===== src/rtl/rgbw_pwm_gen_if.sv =====
// Duty/load/tick inputs and PWM outputs of the RGBW PWM generator, grouped as one bundle.
interface rgbw_pwm_gen_if;
   logic       clk_en;
   logic [7:0] duty0;
   logic [7:0] duty1;
   logic [7:0] duty2;
   logic [7:0] duty3;
   logic       load;
   logic       d0;
   logic       d1;
   logic       d2;
   logic       d3;
   logic       period_start;
   logic       pending;

   modport master (
      output clk_en, duty0, duty1, duty2, duty3, load,
      input  d0, d1, d2, d3, period_start, pending
   );

   modport slave (
      input  clk_en, duty0, duty1, duty2, duty3, load,
      output d0, d1, d2, d3, period_start, pending
   );
endinterface


===== src/rtl/rgbw_pwm_gen.sv =====
// Four-channel RGBW PWM, 255-tick period, duties double-buffered onto the period boundary.
// Latency: one clk from cnt/act to pin; no backpressure, load is a fire-and-forget strobe.
module rgbw_pwm_gen #(
   parameter int unsigned PHASE_STEP = 0
) (
   input logic           clk,
   input logic           reset,
   rgbw_pwm_gen_if.slave bus
);

   localparam int unsigned NCH = 4;

   // Per-channel phase offsets, already reduced modulo the 255-tick period.
   localparam logic [8:0] OFF [NCH] = '{
      9'd0,
      9'((1 * PHASE_STEP) % 255),
      9'((2 * PHASE_STEP) % 255),
      9'((3 * PHASE_STEP) % 255)
   };

   logic [7:0]     cnt;
   logic [7:0]     act  [NCH];
   logic [7:0]     pend [NCH];
   logic [7:0]     duty [NCH];
   logic [NCH-1:0] d_q;
   logic [NCH-1:0] d_nxt;
   logic           pending_q;
   logic           period_start_q;
   logic           wrap;

   assign duty[0] = bus.duty0;
   assign duty[1] = bus.duty1;
   assign duty[2] = bus.duty2;
   assign duty[3] = bus.duty3;

   assign wrap = bus.clk_en && (cnt == 8'd254);

   always_comb begin
      logic [8:0] sum;
      sum   = '0;
      d_nxt = '0;
      for (int i = 0; i < NCH; i++) begin
         sum = {1'b0, cnt} + OFF[i];
         if (sum >= 9'd255) begin
            sum = sum - 9'd255;
         end
         d_nxt[i] = (sum < {1'b0, act[i]});
      end
   end

   always_ff @(posedge clk) begin
      if (reset) begin
         cnt            <= '0;
         pending_q      <= 1'b0;
         period_start_q <= 1'b0;
         d_q            <= '0;
         for (int i = 0; i < NCH; i++) begin
            act[i]  <= '0;
            pend[i] <= '0;
         end
      end else begin
         if (bus.clk_en) begin
            cnt <= (cnt == 8'd254) ? 8'd0 : cnt + 8'd1;
         end
         period_start_q <= wrap;
         d_q            <= d_nxt;

         if (bus.load) begin
            for (int i = 0; i < NCH; i++) begin
               pend[i] <= duty[i];
            end
         end

         // A load landing on the wrap edge goes straight to act so it is not lost for a period.
         if (wrap && bus.load) begin
            for (int i = 0; i < NCH; i++) begin
               act[i] <= duty[i];
            end
            pending_q <= 1'b0;
         end else if (wrap) begin
            if (pending_q) begin
               for (int i = 0; i < NCH; i++) begin
                  act[i] <= pend[i];
               end
            end
            pending_q <= 1'b0;
         end else if (bus.load) begin
            pending_q <= 1'b1;
         end
      end
   end

   assign bus.d0           = d_q[0];
   assign bus.d1           = d_q[1];
   assign bus.d2           = d_q[2];
   assign bus.d3           = d_q[3];
   assign bus.period_start = period_start_q;
   assign bus.pending      = pending_q;

endmodule


===== src/flat_wrapper.sv =====
// flat-port wrapper written by rule: the top's interface ports become plain ports
module rgbw_pwm_gen_flat 
#(
   parameter int unsigned PHASE_STEP = 0
)
  (clk, reset, bus_clk_en, bus_duty0, bus_duty1, bus_duty2, bus_duty3, bus_load, bus_d0, bus_d1, bus_d2, bus_d3, bus_period_start, bus_pending);
  rgbw_pwm_gen_if bus_i ();
  input logic clk;
  input logic reset;
  input wire logic [$bits(bus_i.clk_en)-1:0] bus_clk_en;
  input wire logic [$bits(bus_i.duty0)-1:0] bus_duty0;
  input wire logic [$bits(bus_i.duty1)-1:0] bus_duty1;
  input wire logic [$bits(bus_i.duty2)-1:0] bus_duty2;
  input wire logic [$bits(bus_i.duty3)-1:0] bus_duty3;
  input wire logic [$bits(bus_i.load)-1:0] bus_load;
  output wire logic [$bits(bus_i.d0)-1:0] bus_d0;
  output wire logic [$bits(bus_i.d1)-1:0] bus_d1;
  output wire logic [$bits(bus_i.d2)-1:0] bus_d2;
  output wire logic [$bits(bus_i.d3)-1:0] bus_d3;
  output wire logic [$bits(bus_i.period_start)-1:0] bus_period_start;
  output wire logic [$bits(bus_i.pending)-1:0] bus_pending;
  assign bus_i.clk_en = bus_clk_en;
  assign bus_i.duty0 = bus_duty0;
  assign bus_i.duty1 = bus_duty1;
  assign bus_i.duty2 = bus_duty2;
  assign bus_i.duty3 = bus_duty3;
  assign bus_i.load = bus_load;
  assign bus_d0 = bus_i.d0;
  assign bus_d1 = bus_i.d1;
  assign bus_d2 = bus_i.d2;
  assign bus_d3 = bus_i.d3;
  assign bus_period_start = bus_i.period_start;
  assign bus_pending = bus_i.pending;
  rgbw_pwm_gen #(.PHASE_STEP(PHASE_STEP)) u_core (.clk(clk), .reset(reset), .bus(bus_i));
endmodule

===== config.mk =====
export PLATFORM = sky130hd
export DESIGN_NAME = rgbw_pwm_gen_flat
export DESIGN_NICKNAME = d
export VERILOG_FILES = /design/src/rtl/rgbw_pwm_gen_if.sv /design/src/rtl/rgbw_pwm_gen.sv /design/src/flat_wrapper.sv
export SDC_FILE = /design/constraint.sdc
export NUM_CORES = 1
export LEC_CHECK = 0
export ABC_AREA = 0
export CORE_MARGIN = 10
export CORE_UTILIZATION = 57
export DETAILED_ROUTE_END_ITERATION = 10
export PLACE_DENSITY_LB_ADDON = 0.05
export SLEW_MARGIN = 20
export SYNTH_ARGS = -nofsm -noshare
export SYNTH_HDL_FRONTEND = slang
export SYNTH_SLANG_ARGS = --single-unit
export TNS_END_PERCENT = 30

===== constraint.sdc =====
create_clock -name clk -period 2.85 [get_ports clk]
set_clock_uncertainty 0.05 [all_clocks]
set_input_delay 0.285 -clock clk [delete_from_list [all_inputs] [get_ports clk]]
set_output_delay 0.285 -clock clk [all_outputs]
set_load 0.005 [all_outputs]

==> impl_metrics.yaml <==
clock_network:
  numCtsBuffers: 9
  clk_latency_ns: 0.35
  clk_path_buf_depth: 2
  cts_root_buffer: "clkbuf_8"
  cts-htree-levels: 3
  cts.clk_slew.worst_paths_ns: 0.08
  post_cts_buffers: 0
  clock_sinks: 78
  cts_tree: "done"
min_path:
  hold_path.class: "register to register"
  hold_depth: 1
critical_path:
  cp_cell_sequence: "ha_2, nand3_1, nor2_1, nor2b_1, ha_1, a21oi_1, o21ai_0, a2111oi_1, o311a_1"
  path_class: "register to register"
  startpoint: "u_core.cnt[1]"
  critPathMaxStageDelay_ns: 0.45
  crit_family: "compound AO/OA/AOI/OAI gates"
  critPathArrivalTime_ns: 2.82
  path_max_fanout: 7
  critPathLaunchType: "register"
  crit_buf_inv: 0
  crit_path_end: "u_core.d_q[2]"
  crit_path_end_kind: "register"
  reg2regPathDepth: 9
  slowest_stage: "dfxtp_1"
  required_ns: 3.08
  regToRegSetupSlack_ns: 0.26
  cp.depth: 9
  r2r_start: "u_core.cnt[1]"
  rr_endpoint: "u_core.d_q[2]"
power:
  p_int_mw: 1.84
  leakagePower_nw: 1.91
  vdd_drop_max_uv: 282
  switching_share_pct: 21.9
  p_sw_uw: 515
  pwr-share-comb_pct: 7.6
  power.density_nw_per_um2: 492
  clkPwrFrac_pct: 36.8
  p_seq_share_pct: 55.6
drt:
  drt-total-wl_microns: 8610
  post_drt_wl_per_cell_microns: 17.3
  drc: 0
  ant_nets: 0
  dr.pass1.iters: 4
  drt_iter0_drc: 135
  num_vias: 2812
  via_per_inst: 5.67
cells_and_area:
  syn2layout_area_growth_pct: 19.5
  drive_above_1_share_pct: 8.25
  final_util_pct: 70.3
  multi_input_area_sq_um: 1580
  mostFrequentLayoutCell: "edfxtp_1"
  seq_area_sq_um: 2200
  fillCellCount: 495
  fin_nets: 461
  layout_common_cells: "64 x edfxtp_1, 41 x clkdlybuf4s50_1, 36 x inv_1, 33 x and2_1, 32 x a22o_1"
  diodes: 0
logic_synthesis:
  async_reset_ff_share_pct: 0
  yosys_register_bits: 78
  avgSynthCellArea_sq_um: 11.7
  ys.flop_type: "edfxtp_1"
  ys_types: 38
  synthTopCellsByArea: "edfxtp_1 48%, ha_1 9.4%, a22o_1 7.0%"
  yosys.area.top_type: "edfxtp_1"
  synth_edf_count: 64
  ys_warn_count: 0
  synth_top_area_share_pct: 48.1
  synth_area_sq_um: 4000
  synth_nets: 409
  synth-seq-area-share_pct: 55.1
  synth_cells: 343
sta:
  tightest_slew_ns: 0.586
  whs_ns: 0.497
  setup_viol: 0
  finalSetupTns_ns: 0
  drv_slew: 0
  rsz0062_at_grt: "no"
  fin_crit_sh_pct: 90.8
  fmax_mhz: 386
  relSlewSlack_pct: 60.9
  worst_slack_ns: 0.263
  layout_min_cycle_time_ns: 2.59
  hold_viol_final: 0
place:
  dpl_worst_slack_ns: 0.332
  numPortBuffers: 41
  place_congestion: 0.877
  dp_hpwl_microns: 6160
grt:
  grt_pass1_wl_microns: 14300
  antenna_found_initial: 0
  grt_overflow: 0
  track_usage_pct: 16.2
  grt_max_degree: 34
  grt_pass1_vias: 2799
die:
  die_area_sq_um: 10800
  die_width_microns: 104
  boundaryPins: 42
  start_util_pct: 58.8
  die_y_microns: 104
  fp-row-count: 30
  coreArea_sq_um: 6790
flow_run:
  drv_cap: 0
status:
  status: "finished, final reports clean"
## worst register-to-register path, cell delays in order, from the launching register on
cell and delay, ns:
dfxtp_1 0.45, ha_2 0.29, nand3_1 0.18, nor2_1 0.22, nor2b_1 0.15, ha_1 0.31, a21oi_1 0.14, o21ai_0 0.14
a2111oi_1 0.39, o311a_1 0.22
## area by class of cell
type	count	share of cell area [%]
flip-flops and latches	78	46.1
multi-input cells	215	33.0
repair buffers	53	11.0
clock buffers	11	3.17
inverters	38	3.01
well taps	96	2.51
clock inverters	5	1.18
## sequential cells by signal (all words and copies together) (netlist names)
register / count
u_core.act: 32
u_core.bus.pending: 1
u_core.bus.period_start: 1
u_core.cnt: 8
u_core.d_q: 4
u_core.pend: 32
## stage by stage
stage / std cells / instance area (sq um) / power, mW
3_5_place_dp: 480 / 4570 / 1.51
5_1_grt: 496 / 4780 / 2.43
6_report: 496 / 4780 / 2.35
2_1_floorplan: 343 / 4000 / 1.41
4_1_cts: 496 / 4770 / 2.37
3_3_place_gp: 480 / 4570 / 1.51
## power groups by stage
stage | clock network, mW | registers, mW | logic [mW]
CTS | 0.881 | 1.31 | 0.181
global route | 0.918 | 1.31 | 0.199
global placement | 0 | 1.33 | 0.176
detailed placement | 0 | 1.33 | 0.180
floorplan | 0 | 1.33 | 0.0849
finish | 0.864 | 1.31 | 0.179
## synth_stat cells, types with 6 or more instances
| cell | instances |
|---|---|
| a21oi_1 | 15 |
| a22o_1 | 32 |
| and2_1 | 33 |
| clkbuf_1 | 7 |
| dfxtp_1 | 14 |
| edfxtp_1 | 64 |
| ha_1 | 30 |
| inv_1 | 36 |
| nand2_1 | 13 |
| nor2_1 | 17 |
| nor2b_1 | 6 |
| o21ai_0 | 16 |
| o21ai_1 | 7 |
## worst min-delay path by stage
| stage | startpoint | to |
|---|---|---|
| after floorplan | bus_load | u_core.bus.pending |
| final | u_core.pend[1][0] | u_core.act[1][0] |
| after CTS | u_core.pend[1][2] | u_core.act[1][2] |
| after detailed placement | u_core.cnt[0] | u_core.cnt[0] |
| after global placement | u_core.pend[0][6] | u_core.act[0][6] |
| after global routing | u_core.pend[1][7] | u_core.act[1][7] |
## layer usage
layer / track usage [%] / vias to the layer above / share of wire [%]
met5: 0 / - / 0
met3: 2.54 / 11 / 4.0
met1: 22.6 / 1334 / 48
met4: 6.26 / 0 / 1.4
met2: 24.5 / 83 / 46
li1: - / 1384 / -
## kinds of logic after synthesis
logic type                 count (synthesis)  share of synthesized area [%]
AOI/OAI and AO/OA                         92                           16.7
adders and majority gates                 30                           9.39
buffers and inverters                     50                           5.48
DFF                                       78                           55.1
and+or+nand+nor                           93                           13.4
## what timing repair did
action | CTS | global route
gates resized for setup | 0 | 1
hold buffers | 0 | 0
endpoints found under the setup margin | 0 | 1
Note: power is estimated with default switching activity, not from simulation.
==> patch (same flow settings) <==
`d_q` no longer has a reset.
--- a/src/rtl/rgbw_pwm_gen.sv
+++ b/src/rtl/rgbw_pwm_gen.sv
@@ -55,3 +55,2 @@
          period_start_q <= 1'b0;
-         d_q            <= '0;
          for (int i = 0; i < NCH; i++) begin
@@ -65,3 +64,2 @@
          period_start_q <= wrap;
-         d_q            <= d_nxt;
 
@@ -92,2 +90,6 @@
 
+   always_ff @(posedge clk) begin
+      d_q <= d_nxt;
+   end
+
    assign bus.d0           = d_q[0];
Behaviour: no difference found for any inputs over 10 cycles, from zero or initial values and one cycle with reset high; that may be too few to reach the edited logic, so the function may still have changed.
==> patch against the unedited design <==
Via count grew 0.57%; worst setup slack lost 0.0070 ns; sequential cell count is the same; synthesized area is essentially flat; power shrank 5.6%; synthesized cell count grew 7.0%; wire length shrank 9.2%; global-route usage shrank 0.96 points; final area shrank 1.9%; largest cell class unchanged.
==> patch: results (changes against the unedited design) <==
Outcome
  • Status: completed

Finish
  • Share of cells above drive strength 1: 7.42% (-0.83 points)
  • # fillers: 546 (+10%)
  • Nets: 479 (+3.9%)
  • Finished Layout Cells: 514 (+3.6%)
  • Top flop regs: u_core.act (32), u_core.pend (32), u_core.cnt (8)
  • Post-route cell area: 0.00469 mm2 (-1.9%)
  • Antenna cell count: 0 (unchanged)

Yosys
  • Sequential area share after synthesis: 55.1% (about the same)
  • Most frequent cells after synthesis: 64 x edfxtp_1, 51 x a21oi_1, 36 x nor2_1, 33 x and2_1, 32 x inv_1
  • Post-synth EDFFs: 64 (unchanged)
  • Post-synth net total: 433 (+5.9%)
  • YS warnings: 0 (unchanged)
  • Mapped Cells: 367 (+7.0%)
  • Main area contributors after synthesis: edfxtp_1 48%, ha_1 9.4%, dfxtp_1 7.0%

Placement
  • Post-DP Area: 0.00452 mm2 (-1.1%)
  • Detail Placement HPWL: 5.86 mm (-4.9%)
  • Placed Cells incl. Taps: 498 (+3.8%)
  • Place WS: 0.326 ns (-0.00650 ns)
  • Final GP Congestion: 0.861 (-1.8%)

Critical path
  • WP data arrival: 2.84 ns (+0.02 ns)
  • Worst-path fanout max: 11 (+4)
  • Crit path largest cell delay: 0.51 ns (+0.06 ns)
  • Worst R2R Path Depth: 9 (unchanged)
  • Termination of the worst setup path: u_core.d_q[3]$_DFF_P_
  • Start point of the critical path: u_core.cnt[1]$_SDFFE_PP0P_
  • CP top delay family: adder cells

GRT
  • Grt ovf: 0 (unchanged)
  • Largest net degree at the start of global routing: 33 (-2.9%)
  • Met2 Use GR: 25.4% (+0.86 points)
  • GR Util All Layers: 15.2% (-0.96 points)
  • Met3 Use GR: 3.53% (+0.99 points)
  • Initial antenna violation count: 0 (unchanged)
  • Vias in the first global route: 2920 (+4.3%)
  • First-pass GRT wire length: 13.5 mm (-5.4%)
  • Met1 Usage GRT: 18.0% (-4.6 points)

Drt
  • Routed len/inst: 15.2 um (-12%)
  • Iter 0 DRT Violations: 93 (-31%)
  • Via count: 2828 (+0.57%)

Power and ir drop
  • Net Switching: 0.512 mW (-0.72%)
  • Clk. pwr: 0.714 mW (-17%)
  • Seq pwr share: 59.4% (+3.8 points)
  • Max IR drop VDD: 0.000319 V (+13%)
  • Leak pwr: 1.85 nW (-3.0%)

CTS
  • Root buffer cell: clkbuf_8
  • CTS H-tree lvls: 3 (unchanged)
  • Resize count post-CTS: 0 (unchanged)
  • Clock Pin Slew Worst Setup and Hold Paths: 0.08 ns (about the same)
  • Setup bufs post-CTS: 0 (unchanged)

STA
  • Fin crit period: 2.59 ns (+0.00696 ns)
  • Worst slew pin tran: 0.908 ns (+0.322 ns)

Min path
  • Hold path startpoint: u_core.pend[0][2]$_SDFFCE_PN0P_
  • Worst hold path cell count: 2 (+1)
  • Hold Path End: u_core.act[0][2]$_DFFE_PP_
## patch: logic make-up (layout without fill, tap and decap cells)
logic type      after synthesis  after routing  share of synthesized area (%)
compound gates               93             93                           14.3
fa+ha+maj                    30             30                           9.39
buf+inv                      50            101                           5.54
flops                        78             78                           55.1
simple gates                116            116                           15.7
## patch: layout make-up
| type | count | share of cell area (%) |
|---|---|---|
| tap | 96 | 2.56 |
| multi-input combinational | 239 | 33.6 |
| sequential | 78 | 47.0 |
| inverter | 32 | 2.56 |
| clock inverter | 5 | 0.774 |
| timing repair buffer | 53 | 10.7 |
| clock buffer | 11 | 2.80 |
## patch: metal layers
metal / routed length, um / vias to the layer above
met5: 0 / -
met4: 160 / 0
met3: 291 / 13
met2: 3860 / 64
met1: 3500 / 1341
li1: - / 1410
## patch: metrics by stage
stage	hold WS (ns)	power, mW
after detailed placement	0.495	1.53
after CTS	0.515	2.24
after global placement	0.489	1.53
after global routing	0.530	2.33
final	0.512	2.22
after floorplan	0.307	1.44
